$ cat src/rtl/shift_seq_ctrl_pkg.sv
// Shared types and helpers for the shift sequencer: FSM state encoding,
// shift-direction constants and the parity helper used on the serial link.
package shift_seq_pkg;

    typedef enum logic [1:0] {
        IDLE  = 2'd0,
        SHIFT = 2'd1,
        RESP  = 2'd2
    } state_t;

    localparam logic DIR_LEFT  = 1'b0;
    localparam logic DIR_RIGHT = 1'b1;

    // Even parity (XOR of all bits); narrower words are zero-extended by the caller.
    function automatic logic even_parity(input logic [63:0] value);
        return ^value;
    endfunction

endpackage

$ cat src/rtl/shift_seq_ctrl_if.sv
// Command/response and serial-link signal bundle of the shift sequencer.
// master = client/link side, slave = shift_seq_ctrl.
interface shift_seq_ctrl_if #(
    parameter int WIDTH = 8
);
    logic             cmd_valid;
    logic             cmd_ready;
    logic             cmd_dir;
    logic [WIDTH-1:0] cmd_data;
    logic             sd_in;
    logic             sd_out;
    logic             sd_en;
    logic             busy;
    logic             rsp_valid;
    logic             rsp_ready;
    logic [WIDTH-1:0] rsp_data;
    logic             rsp_perr;

    modport master (
        output cmd_valid, cmd_dir, cmd_data, sd_in, rsp_ready,
        input  cmd_ready, sd_out, sd_en, busy, rsp_valid, rsp_data, rsp_perr
    );

    modport slave (
        input  cmd_valid, cmd_dir, cmd_data, sd_in, rsp_ready,
        output cmd_ready, sd_out, sd_en, busy, rsp_valid, rsp_data, rsp_perr
    );
endinterface

$ cat src/rtl/shift_seq_ctrl_core.sv
// bidir_shift_core: WIDTH-bit shift register with parallel load and
// single-bit left/right shift. out_bit is the bit that sits at the serial
// output end once the pending load/shift of this cycle has taken effect, so
// the controller can register it in lock-step with the register itself.
module bidir_shift_core
    import shift_seq_pkg::*;
#(
    parameter int WIDTH = 8
) (
    input  logic             clk,
    input  logic             rst_n,
    input  logic             load,
    input  logic [WIDTH-1:0] load_data,
    input  logic             shift_en,
    input  logic             dir,
    input  logic             ser_in,
    output logic [WIDTH-1:0] q,
    output logic             out_bit
);

    logic [WIDTH-1:0] d_s;

    // Next register value: load has priority over shift, otherwise hold.
    always_comb begin
        d_s = q;
        if (load) begin
            d_s = load_data;
        end else if (shift_en) begin
            if (dir == DIR_RIGHT) begin
                d_s = {ser_in, q[WIDTH-1:1]};
            end else begin
                d_s = {q[WIDTH-2:0], ser_in};
            end
        end else begin
            d_s = q;
        end
        out_bit = (dir == DIR_RIGHT) ? d_s[0] : d_s[WIDTH-1];
    end

    // Shift register storage.
    always_ff @(posedge clk or negedge rst_n) begin
        if (!rst_n) begin
            q <= '0;
        end else begin
            q <= d_s;
        end
    end

endmodule

$ cat src/rtl/shift_seq_ctrl.sv
// shift_seq_ctrl: runs one full-duplex serial word exchange per command
// (parallel load, WIDTH shifts, parallel response over valid/ready).
// Optional build macro SHIFT_PARITY_EN adds a trailing parity bit cycle and
// the rsp_perr check; without it rsp_perr is tied low.
module shift_seq_ctrl
    import shift_seq_pkg::*;
#(
    parameter int WIDTH = 8
) (
    input  logic          clk,
    input  logic          rst_n,
    shift_seq_ctrl_if.slave bus
);

    localparam int CNT_W = $clog2(WIDTH + 1);
    localparam logic [CNT_W-1:0] CNT_ONE  = CNT_W'(1);
    localparam logic [CNT_W-1:0] LAST_CNT = CNT_W'(WIDTH - 1);

    state_t           state_r, state_s;
    logic [CNT_W-1:0] cnt_r, cnt_s;
    logic             dir_r, dir_s;
    logic             load_s, shift_s;
    logic             sd_out_r, sd_out_s;
    logic             sd_en_r, sd_en_s;
    logic             rsp_valid_r, rsp_valid_s;
    logic             cmd_ready_r, busy_r;
    logic [WIDTH-1:0] q_s;
    logic             out_bit_s;
`ifdef SHIFT_PARITY_EN
    localparam logic [CNT_W-1:0] PAR_CNT = CNT_W'(WIDTH);
    logic             par_tx_r, par_tx_s;
    logic             perr_r, perr_s;
`endif

    bidir_shift_core #(.WIDTH(WIDTH)) u_core (
        .clk       (clk),
        .rst_n     (rst_n),
        .load      (load_s),
        .load_data (bus.cmd_data),
        .shift_en  (shift_s),
        .dir       (dir_s),
        .ser_in    (bus.sd_in),
        .q         (q_s),
        .out_bit   (out_bit_s)
    );

    // Next-state and next-output decode of the exchange sequencer.
    always_comb begin
        state_s     = state_r;
        cnt_s       = cnt_r;
        dir_s       = dir_r;
        load_s      = 1'b0;
        shift_s     = 1'b0;
        sd_out_s    = 1'b0;
        sd_en_s     = 1'b0;
        rsp_valid_s = 1'b0;
`ifdef SHIFT_PARITY_EN
        par_tx_s    = par_tx_r;
        perr_s      = perr_r;
`endif
        case (state_r)
            IDLE: begin
                if (bus.cmd_valid) begin
                    load_s   = 1'b1;
                    dir_s    = bus.cmd_dir;
                    cnt_s    = '0;
                    state_s  = SHIFT;
                    sd_en_s  = 1'b1;
                    sd_out_s = out_bit_s;
`ifdef SHIFT_PARITY_EN
                    par_tx_s = even_parity(64'(bus.cmd_data));
`endif
                end else begin
                    state_s = IDLE;
                end
            end
            SHIFT: begin
                if (cnt_r == LAST_CNT) begin
                    // Last data bit is shifted in on this edge.
                    shift_s = 1'b1;
                    cnt_s   = cnt_r + CNT_ONE;
`ifdef SHIFT_PARITY_EN
                    sd_en_s  = 1'b1;
                    sd_out_s = par_tx_r;
`else
                    state_s     = RESP;
                    rsp_valid_s = 1'b1;
`endif
                end
`ifdef SHIFT_PARITY_EN
                else if (cnt_r == PAR_CNT) begin
                    // Parity cycle: sample the received parity, register holds.
                    state_s     = RESP;
                    rsp_valid_s = 1'b1;
                    perr_s      = bus.sd_in ^ even_parity(64'(q_s));
                end
`endif
                else begin
                    shift_s  = 1'b1;
                    cnt_s    = cnt_r + CNT_ONE;
                    sd_en_s  = 1'b1;
                    sd_out_s = out_bit_s;
                end
            end
            RESP: begin
                if (bus.rsp_ready) begin
                    state_s     = IDLE;
                    rsp_valid_s = 1'b0;
                end else begin
                    rsp_valid_s = 1'b1;
                end
            end
            default: begin
                state_s = IDLE;
            end
        endcase
    end

    // Sequencer state, counter, latched direction and registered outputs.
    always_ff @(posedge clk or negedge rst_n) begin
        if (!rst_n) begin
            state_r     <= IDLE;
            cnt_r       <= '0;
            dir_r       <= DIR_LEFT;
            sd_out_r    <= 1'b0;
            sd_en_r     <= 1'b0;
            rsp_valid_r <= 1'b0;
            cmd_ready_r <= 1'b1;
            busy_r      <= 1'b0;
        end else begin
            state_r     <= state_s;
            cnt_r       <= cnt_s;
            dir_r       <= dir_s;
            sd_out_r    <= sd_out_s;
            sd_en_r     <= sd_en_s;
            rsp_valid_r <= rsp_valid_s;
            cmd_ready_r <= (state_s == IDLE);
            busy_r      <= (state_s != IDLE);
        end
    end

`ifdef SHIFT_PARITY_EN
    // Transmit parity latched at acceptance and received-parity error flag.
    always_ff @(posedge clk or negedge rst_n) begin
        if (!rst_n) begin
            par_tx_r <= 1'b0;
            perr_r   <= 1'b0;
        end else begin
            par_tx_r <= par_tx_s;
            perr_r   <= perr_s;
        end
    end

    assign bus.rsp_perr = perr_r;
`else
    assign bus.rsp_perr = 1'b0;
`endif

    assign bus.cmd_ready = cmd_ready_r;
    assign bus.busy      = busy_r;
    assign bus.sd_out    = sd_out_r;
    assign bus.sd_en     = sd_en_r;
    assign bus.rsp_valid = rsp_valid_r;
    assign bus.rsp_data  = q_s;

endmodule

$ cat src/flat_wrapper.sv
// flat-port wrapper written by rule: the top's interface ports become plain ports
module shift_seq_ctrl_flat import shift_seq_pkg::*;
#(
    parameter int WIDTH = 8
)
  (clk, rst_n, bus_cmd_valid, bus_cmd_dir, bus_cmd_data, bus_sd_in, bus_rsp_ready, bus_cmd_ready, bus_sd_out, bus_sd_en, bus_busy, bus_rsp_valid, bus_rsp_data, bus_rsp_perr);
  shift_seq_ctrl_if #(.WIDTH(WIDTH)) bus_i ();
  input  logic clk;
  input  logic rst_n;
  input wire logic [$bits(bus_i.cmd_valid)-1:0] bus_cmd_valid;
  input wire logic [$bits(bus_i.cmd_dir)-1:0] bus_cmd_dir;
  input wire logic [$bits(bus_i.cmd_data)-1:0] bus_cmd_data;
  input wire logic [$bits(bus_i.sd_in)-1:0] bus_sd_in;
  input wire logic [$bits(bus_i.rsp_ready)-1:0] bus_rsp_ready;
  output wire logic [$bits(bus_i.cmd_ready)-1:0] bus_cmd_ready;
  output wire logic [$bits(bus_i.sd_out)-1:0] bus_sd_out;
  output wire logic [$bits(bus_i.sd_en)-1:0] bus_sd_en;
  output wire logic [$bits(bus_i.busy)-1:0] bus_busy;
  output wire logic [$bits(bus_i.rsp_valid)-1:0] bus_rsp_valid;
  output wire logic [$bits(bus_i.rsp_data)-1:0] bus_rsp_data;
  output wire logic [$bits(bus_i.rsp_perr)-1:0] bus_rsp_perr;
  assign bus_i.cmd_valid = bus_cmd_valid;
  assign bus_i.cmd_dir = bus_cmd_dir;
  assign bus_i.cmd_data = bus_cmd_data;
  assign bus_i.sd_in = bus_sd_in;
  assign bus_i.rsp_ready = bus_rsp_ready;
  assign bus_cmd_ready = bus_i.cmd_ready;
  assign bus_sd_out = bus_i.sd_out;
  assign bus_sd_en = bus_i.sd_en;
  assign bus_busy = bus_i.busy;
  assign bus_rsp_valid = bus_i.rsp_valid;
  assign bus_rsp_data = bus_i.rsp_data;
  assign bus_rsp_perr = bus_i.rsp_perr;
  shift_seq_ctrl #(.WIDTH(WIDTH)) u_core (.clk(clk), .rst_n(rst_n), .bus(bus_i));
endmodule
$ cat config.mk
export PLATFORM = sky130hd
export DESIGN_NAME = shift_seq_ctrl_flat
export DESIGN_NICKNAME = d
export VERILOG_FILES = /design/src/rtl/shift_seq_ctrl_pkg.sv /design/src/rtl/shift_seq_ctrl_if.sv /design/src/rtl/shift_seq_ctrl_core.sv /design/src/rtl/shift_seq_ctrl.sv /design/src/flat_wrapper.sv
export SDC_FILE = /design/constraint.sdc
export NUM_CORES = 1
export LEC_CHECK = 0
export ABC_CLOCK_PERIOD_IN_PS = 3000
export BUFFER_PORTS_ARGS = -buffer_cell sky130_fd_sc_hd__buf_4
export CORE_MARGIN = 4
export CORE_UTILIZATION = 50
export CTS_BUF_LIST = sky130_fd_sc_hd__clkbuf_8
export CTS_CLUSTER_SIZE = 16
export DETAILED_ROUTE_END_ITERATION = 7
export GPL_ROUTABILITY_DRIVEN = 0
export PLACE_DENSITY = 0.84
export SLEW_MARGIN = 25
export SYNTH_ARGS = -nofsm -noshare
export SYNTH_HDL_FRONTEND = slang
export SYNTH_SLANG_ARGS = --single-unit
export TNS_END_PERCENT = 50
$ cat constraint.sdc
create_clock -name clk -period 3 [get_ports clk]
set_input_delay 0.45 -clock clk [delete_from_list [all_inputs] [get_ports clk]]
set_output_delay 0.45 -clock clk [all_outputs]
set_load 0.02 [all_outputs]
==> impl_metrics.tcl <==
set metrics [dict create \
    clock.fmax_mhz 541 \
    max_slew.worst_pin.slew_ns 0.629 \
    grt_pass1_wl_um 3220 \
    initial_cell_density_of_the_core 0.532 \
    critPathRequiredTime_ns 3.19 \
    worstSetupEndpointType "flop" \
    finish.cell_count_without_fillers 164 \
    routed-via-count 855 \
    cts.root.buffer_cell "sky130_fd_sc_hd__clkbuf_8" \
    cp_max_fo 22 \
    final_net_count 157 \
    period_needed_ns 1.85 \
    met2_wirelength_um 983 \
    run_status "complete, no violations" \
    worstSkewPairLatency_ns 0.25 \
    core-area_um2 2000 \
    ys.flop_type "sky130_fd_sc_hd__dfrtp_1" \
    synthMuxAreaShare 0.0846 \
    fin_util 0.656 \
    clock_tree.htree_level_count 1 \
    power.density_cell_area_nw_per_um2 973 \
    synth-xor-area-share 0 \
    core.rowCount 16 \
    postSynthRegisterBits 20 \
    share_of_final_layout_standard_cells_stronger_than_drive_strength_1 0.248 \
    syn_nets 132 \
    edff_count_synth 0 \
    final_min_period_over_clock_period 0.616 \
    post_drt_wl_per_cell_um 12.6 \
    yosys_warning_count 0 \
    syn_area_um2 1060 \
    synth_area_per_cell_um2 9.42 \
    cts-hold-fix-buffers 0 \
    synth.lib_cells_used.distinct 30 \
    report.final.setup_viol 0 \
    cts_inserted_buffers 3 \
    routed_via_density 5.21 \
    synth-simple-area-share 0.159 \
    cts.sinks 20 \
    postSynth.asyncResetShare 1.00 \
    rsz_0062_raised_after_global_routing "false" \
    vdd_ir_drop_max_v 0.000485 \
    floorplan.die_area_um2 2930 \
    worstPathBufferInverterCount 1 \
    hold_class "in2async" \
    first_global_vias 766 \
    yosys.area.top_type_share 0.447 \
    worst_hold_slack_ns 0.0626 \
    postSynthCellCount 113 \
    place_hpwl_um 1520 \
    final.setup.tns_ns 0 \
    total_count_of_hold_check_failures_in_the_final_report 0 \
    path_delay_family "simple AND/OR/NAND/NOR gates" \
    top_cells_by_instance_count_after_synthesis "sky130_fd_sc_hd__nand2_1 (23), sky130_fd_sc_hd__dfrtp_1 (19), sky130_fd_sc_hd__o21ai_0 (18), sky130_fd_sc_hd__mux2i_1 (9), sky130_fd_sc_hd__ha_1 (5)" \
    floorplan.die.height_um 54.1 \
    drtAntennaViolNets 0 \
    maxUsedRoutingLayer "met4" \
    worst_setup_hold_path_clk_slew_ns 0.07 \
    path_cells "inv_1 > ha_1 > and2_1 > nor2_1 > a31oi_1 > o31a_1" \
    fillerInstances 173 \
    yosysMostFrequentCell "sky130_fd_sc_hd__nand2_1" \
    post_synth_fa_ha_maj_area_fraction 0.0588 \
    reg2regPathDepth 6 \
    synth_top_family_by_area "compound AO/OA/AOI/OAI gates" \
    area_growth_pct 23.3 \
    synth_largest_area_cell "sky130_fd_sc_hd__dfrtp_1" \
    dpl.cell_count 160 \
    worst_path_max_stage_delay_ns 0.55 \
    detailed_route_iter0_violations 19 \
    arrival_ns 2.04 \
    timing.clock.skew_ns 0.00157 \
    post-cts-setup-buffer-count 0 \
    io_buffers 26 \
    cp.depth 6 \
    route.final.wire_length_um 2070 \
    maximum_number_of_pins_on_one_net_before_global_route_repair 24 \
    timing.critical_path.slowest_stage_cell "sky130_fd_sc_hd__and2_1" \
    power.leakage_nw 0.632 \
    drt_pass1_iterations 4 \
    timing.final.max_slew_violations 0 \
    final_worst_setup_slack_ns 1.15 \
    relSlewSlack 0.580 \
    cts_repair_resize_count 0 \
    route.met3.wl_um 123 \
    diodes 0 \
    tritoncts "done" \
    critPathKind "reg2reg" \
    synth-compound-area-share 0.181 \
    drc 0 \
    synth.yosys.seq_area_share 0.471 \
    wl_met1_um 950 \
    die_w_um 54.1 \
    clock_tree.buffer_depth 2 \
    cells_taking_the_most_area_after_synthesis "sky130_fd_sc_hd__dfrtp_1 (45%), sky130_fd_sc_hd__mux2i_1 (8.5%), sky130_fd_sc_hd__o21ai_0 (8.5%)" \
    ioPinCount 28 \
    gr-total-overflow 0 \
    max_cap_viol_count 0 \
    worst_setup_path_start_kind "flop" \
    grt_util_all_layers 0.150 \
    preCtsSetupSlack_ns 1.16 \
    grt_antenna_before_repair 0 \
]
[where the power goes]
part,switching [mW],total (mW),internal (mW)
logic,0.341,0.615,0.274
clock network,0.0825,0.173,0.0908
registers,0.108,0.489,0.381
total,0.531,1.28,0.746
[state kept, by name (all words and copies together) (netlist names)]
register and cells:
u_core.cnt_r 4, u_core.dir_r 1, u_core.u_core.q 8, u_core.state_r 2, u_core.bus.sd_out 1, u_core.bus.rsp_valid 1
u_core.bus.cmd_ready 1, u_core.bus.sd_en 1, u_core.bus.busy 1
[cells in the final DEF, fill, tap and decap left out]
cell | netlist | final
sky130_fd_sc_hd__a21o_1 | 1 | 1
sky130_fd_sc_hd__a22o_1 | 1 | 1
sky130_fd_sc_hd__nor2_1 | 3 | 3
sky130_fd_sc_hd__o31a_1 | 1 | 1
sky130_fd_sc_hd__nor2b_1 | 3 | 3
sky130_fd_sc_hd__a21oi_1 | 4 | 4
sky130_fd_sc_hd__nand2b_4 | 1 | 1
sky130_fd_sc_hd__and3_1 | 1 | 1
sky130_fd_sc_hd__clkbuf_8 | 0 | 3
sky130_fd_sc_hd__nand2_1 | 23 | 23
sky130_fd_sc_hd__o21ai_0 | 18 | 18
sky130_fd_sc_hd__nand3_1 | 1 | 1
sky130_fd_sc_hd__and2_1 | 1 | 1
sky130_fd_sc_hd__ha_1 | 5 | 5
sky130_fd_sc_hd__dfrtp_1 | 19 | 19
sky130_fd_sc_hd__or3_1 | 1 | 1
sky130_fd_sc_hd__dfstp_2 | 1 | 1
sky130_fd_sc_hd__o31ai_1 | 1 | 1
sky130_fd_sc_hd__nand2b_1 | 1 | 1
sky130_fd_sc_hd__and3b_1 | 1 | 1
sky130_fd_sc_hd__mux2i_1 | 9 | 9
sky130_fd_sc_hd__a22o_2 | 1 | 1
sky130_fd_sc_hd__conb_1 | 1 | 1
sky130_fd_sc_hd__a32o_1 | 1 | 1
sky130_fd_sc_hd__buf_4 | 1 | 27
sky130_fd_sc_hd__o21ai_2 | 1 | 1
sky130_fd_sc_hd__inv_1 | 3 | 4
sky130_fd_sc_hd__a31oi_1 | 1 | 1
sky130_fd_sc_hd__a211oi_1 | 2 | 2
[final cells by class]
type,count,area (um2),share of cell area
Inverter,3,11.3,0.00858
Clock inverter,1,3.75,0.00286
Tap cell,27,33.8,0.0257
Clock buffer,3,41.3,0.0315
Multi-Input combinational cell,83,518,0.395
Timing Repair Buffer,27,203,0.154
Sequential cell,20,502,0.382
[routing by layer]
layer,global-route usage,vias to the layer above
li1,-,431
met1,0.182,400
met2,0.255,22
met3,0.0332,2
met4,0.0581,0
met5,0,-
[logic make-up after synthesis]
group | after synthesis
multiplexers | 9
buffers and inverters | 10
adder cells (fa/ha/maj) | 5
flip-flops | 20
AO/OA/AOI/OAI | 32
AND/OR/NAND/NOR | 36
other | 1
[worst paths after layout]
path | to | slack (ns) | start
max in group asynchronous | u_core.bus.cmd_ready | 2.67 | rst_n
max | u_core.bus.busy | 1.15 | u_core.state_r[0]
max reg2reg | u_core.bus.busy | 1.15 | u_core.state_r[0]
min in group clk | u_core.u_core.q[6] | 0.40 | bus_cmd_data[6]
min | u_core.u_core.q[3] | 0.06 | rst_n
min reg2reg | u_core.cnt_r[1] | 0.52 | u_core.cnt_r[1]
[per-stage QoR]
stage | power (mW) | cell area, um2
final | 1.28 | 1310
after CTS | 1.29 | 1310
after global placement | 1.10 | 1270
after detailed placement | 1.11 | 1270
after floorplan | 0.897 | 1060
after global routing | 1.38 | 1310
Note: power is estimated with default switching activity, not from simulation.
